==> src/rtl/array_fifo_ctrl.sv <==
// FIFO pointer/flag controller wrapped around an external array.
// Holds pointers and occupancy only; data lives in the array.
module array_fifo_ctrl #(
  parameter int WIDTH = 8,
  parameter int DEPTH = 4,
  parameter int ADDR  = $clog2(DEPTH)
) (
  input  logic             clk,
  input  logic             rst_n,
  input  logic             flush,
  input  logic             in_valid,
  output logic             in_ready,
  input  logic [WIDTH-1:0] in_data,
  output logic             out_valid,
  input  logic             out_ready,
  output logic [WIDTH-1:0] out_data,
  output logic             mem_write_en,
  output logic [ADDR-1:0]  mem_write_addr,
  output logic [WIDTH-1:0] mem_write_data,
  output logic [ADDR-1:0]  mem_read_addr,
  input  logic [WIDTH-1:0] mem_read_data,
  output logic [ADDR:0]    count,
  output logic             full,
  output logic             empty
);

  localparam logic [ADDR:0]   FULL_CNT = (ADDR+1)'(DEPTH);
  localparam logic [ADDR-1:0] LAST     = ADDR'(DEPTH-1);

  logic [ADDR-1:0] wr_ptr;
  logic [ADDR-1:0] rd_ptr;
  logic [ADDR:0]   cnt;
  logic            push;
  logic            pop;

  // handshake decode and array hookup
  always_comb begin
    full           = (cnt == FULL_CNT);
    empty          = (cnt == '0);
    in_ready       = !full && !flush;
    out_valid      = !empty && !flush;
    push           = in_valid && in_ready;
    pop            = out_valid && out_ready;
    mem_write_en   = push;
    mem_write_addr = wr_ptr;
    mem_write_data = in_data;
    mem_read_addr  = rd_ptr;
    out_data       = mem_read_data;
    count          = cnt;
  end

  // pointers wrap by compare so any DEPTH works
  always_ff @(posedge clk or negedge rst_n) begin
    if (!rst_n) begin
      wr_ptr <= '0;
      rd_ptr <= '0;
    end else if (flush) begin
      wr_ptr <= '0;
      rd_ptr <= '0;
    end else begin
      if (push)
        wr_ptr <= (wr_ptr == LAST) ? '0 : wr_ptr + 1'b1;
      if (pop)
        rd_ptr <= (rd_ptr == LAST) ? '0 : rd_ptr + 1'b1;
    end
  end

  // occupancy tracks push/pop balance
  always_ff @(posedge clk or negedge rst_n) begin
    if (!rst_n) begin
      cnt <= '0;
    end else if (flush) begin
      cnt <= '0;
    end else begin
      unique case ({push, pop})
        2'b10:   cnt <= cnt + 1'b1;
        2'b01:   cnt <= cnt - 1'b1;
        default: cnt <= cnt;
      endcase
    end
  end

endmodule

==> config.mk <==
export PLATFORM = sky130hd
export DESIGN_NAME = array_fifo_ctrl
export DESIGN_NICKNAME = d
export VERILOG_FILES = /design/src/rtl/array_fifo_ctrl.sv
export SDC_FILE = /design/constraint.sdc
export NUM_CORES = 1
export LEC_CHECK = 0
export ABC_CLOCK_PERIOD_IN_PS = 4700
export BUFFER_PORTS_ARGS = -buffer_cell sky130_fd_sc_hd__buf_2
export CORE_AREA = 4 4 44 46
export CTS_BUF_LIST = sky130_fd_sc_hd__clkbuf_4
export DETAILED_ROUTE_END_ITERATION = 6
export DIE_AREA = 0 0 48 50
export GPL_TIMING_DRIVEN = 1
export PLACE_DENSITY = 0.82
export SYNTH_ARGS = -nofsm -noshare
export SYNTH_HDL_FRONTEND = slang
export SYNTH_SLANG_ARGS = --single-unit
==> constraint.sdc <==
create_clock -name clk -period 4.7 [get_ports clk]
set_clock_uncertainty 0.2 [all_clocks]
set_input_delay 0.94 -clock clk [delete_from_list [all_inputs] [get_ports clk]]
set_output_delay 0.94 -clock clk [all_outputs]
set_load 0.05 [all_outputs]
==> impl_metrics.toml <==
[run_status]
status = "completed"

[global_route]
overflow = 0
grt_max_degree = 13
grt_pass1_vias = 454
grt_antenna_before_repair = 0
grt_pass1_wl_um = 1960
gr-usage-all-layers_pct = 11.1

[timing]
max-slew-margin-rel_pct = 70.7
fmax_ghz = 0.357
tightest_slew_ns = 0.435
setup_violations = 0
report.final.slew_viol_count = 0
whs_ns = 0.304
hold_viol_final = 0
min_period_ns = 2.80
rsz0062_at_grt = "false"
tns_ns = 0
fin_crit_sh_pct = 59.6

[cells_and_area]
fin_area_um2 = 616
drive_gt1_share_pct = 35.2
area_growth_pct = -3.91
num-fill-cells = 155
layout.nets = 95
antennaDiodeCount = 0

[clocking]
worstSkewPairLatency_ns = 0.25
cts_sinks = 7
ctsHtreeMaxLevel = 1
clk_path_buf_depth = 2
cts-resized-gates = 0
numCtsBuffers = 3
clk_pin_slew_ns = 0.06
clk_root_buffer_cell = "clkbuf_4"
postCtsSetupBuffers = 0
cts_hold_buffers = 0
cts_tree = "done"

[setup_path]
start_kind = "input port"
rr_endpoint = "count[2]"
critical_path_arrival_ns = 1.66
worstSetupEndpointType = "output pin"
crit_required_ns = 3.56
critPathKind = "in -> out"
r2r_cells = 7
r2r_slack_ns = 2.22
critPathMaxFanout = 10
r2r-start = "count[0]"

[power]
switching_share_pct = 42.8
p_int_mw = 0.128
seq_power_share_pct = 34.0
power_switching_mw = 0.0959
p_leak_nw = 0.298
ir_drop_mv = 0.155
combPwrFrac_pct = 38.0
p_per_area_nw_per_um2 = 364
p_clk_share_pct = 27.9

[drt]
drtPass1Iterations = 5
route.detailed.wl_per_inst_um = 13.9
drcViolationCount = 0
wirelength_um = 1210
dr_total_vias = 499
drt_iter0_markers = 8
antenna_left = 0
viasPerCell = 5.74

[yosys]
synth_edf_count = 0
synthArstFlopShare_pct = 100
syn_nets = 95
ys_seq_area_share_pct = 27.3
netlist_area_um2 = 641
avgSynthCellArea_um2 = 8.90
synthesis.instances = 72
yosysUniqueCellTypes = 31
ys.flop_type = "dfrtp_1"
yosysWarnings = 0
synth-seq-cells = 7

[placed_design]
dp_hpwl_um = 901
numPortBuffers = 16
gp_congestion = 0.773
placed_area_um2 = 586

[floorplanning]
ios = 49
start_util_pct = 42.5
num_rows = 14
die_area_um2 = 2400
core_um2 = 1510
die_w_um = 48
die_h_um = 50

[min_path]
hp-class = "in -> async"

[job]
drv_cap = 0
## how the worst max path moves through the flow
| stage | from | end |
|---|---|---|
| floorplan | count[1] | count[2] |
| global placement | in_valid | mem_write_en |
| detailed placement | in_valid | count[2] |
| CTS | in_valid | mem_write_en |
| global route | in_valid | mem_write_en |
| finish | in_valid | mem_write_en |
## Yosys cell counts (2+ instances only)
| library cell | instances | area, µm² |
|---|---|---|
| nand3_1 | 2 | 10.0 |
| inv_1 | 3 | 11.3 |
| nor3b_1 | 2 | 15.0 |
| nand2_1 | 2 | 7.51 |
| nor2_1 | 5 | 18.8 |
| o2111ai_1 | 2 | 17.5 |
| a21oi_1 | 3 | 15.0 |
| dfrtp_1 | 7 | 175 |
| nor3_1 | 3 | 15.0 |
| buf_4 | 18 | 135 |
| o21ai_0 | 3 | 15.0 |
| nand2b_1 | 2 | 12.5 |
| or3_1 | 2 | 12.5 |
## per-layer routing
layer | vias up | share of wire (%) | global-route usage [%]
met2 | 23 | 48 | 17.2
met5 | - | 0 | 0
met3 | 0 | 12 | 6.18
li1 | 230 | - | -
met4 | 0 | 0 | 2.24
met1 | 246 | 40 | 13.2
## kinds of logic (layout without fill, tap and decap cells)
| kind of cell | Yosys count | count (layout) | synth area share, % |
|---|---|---|---|
| AOI/OAI and AO/OA | 13 | 13 | 14.5 |
| xor gates and xnor gates | 1 | 1 | 1.37 |
| adders and majority gates | 2 | 2 | 5.08 |
| buffers and inverters | 24 | 23 | 26.0 |
| DFF | 7 | 7 | 27.3 |
| muxes | 3 | 3 | 5.66 |
| and+or+nand+nor | 22 | 22 | 20.1 |
## through the flow
stage | setup WS [ns] | utilization (%) | cells | power (mW)
after floorplan | 0.514 | - | 72 | 0.184
after global placement | 1.91 | 38.9 | 83 | 0.161
after detailed placement | 1.86 | 38.9 | 83 | 0.163
after CTS | 1.89 | 40.9 | 87 | 0.227
after global routing | 1.83 | 40.9 | 87 | 0.238
final | 1.90 | 40.9 | 87 | 0.224
## cells in the final DEF, fill, tap and decap left out, drive strengths merged, types with 2 or more instances in the layout
cell type and n:
buf 16, o21ai 3, nor2 5, dfrtp 7
mux2 2, or3 2, nor3 3, a21oi 3
nor3b 3, inv 3, nand2 2, nand3 2
o2111ai 2, nand2b 2, clkbuf 4
## state kept, by name (all words and copies together), names as in the netlist
name            cells
mem_write_addr      2
mem_read_addr       2
count               3
## power groups by stage
stage | Combinational, mW | Sequential, mW | Clock [mW]
after floorplan | 0.0934 | 0.0905 | 0
after global placement | 0.0839 | 0.0768 | 0
after detailed placement | 0.0853 | 0.0777 | 0
after CTS | 0.0856 | 0.0766 | 0.0645
after global routing | 0.0926 | 0.0779 | 0.0671
final | 0.0852 | 0.0764 | 0.0627
## critical path, cell delays in order
cell and delay (ns):
buf_2 0.17, inv_1 0.10, nor3_1 0.16, buf_2 0.28
## area by class of cell
| class | count | area [µm²] | area share [%] |
|---|---|---|---|
| well taps | 16 | 20.0 | 3.25 |
| multi-input cells | 41 | 299 | 48.6 |
| flip-flops and latches | 7 | 175 | 28.5 |
| clock buffers | 4 | 30.0 | 4.88 |
| inverters | 3 | 11.3 | 1.83 |
| repair buffers | 16 | 80.1 | 13.0 |
(Power assumes the default switching activity.)
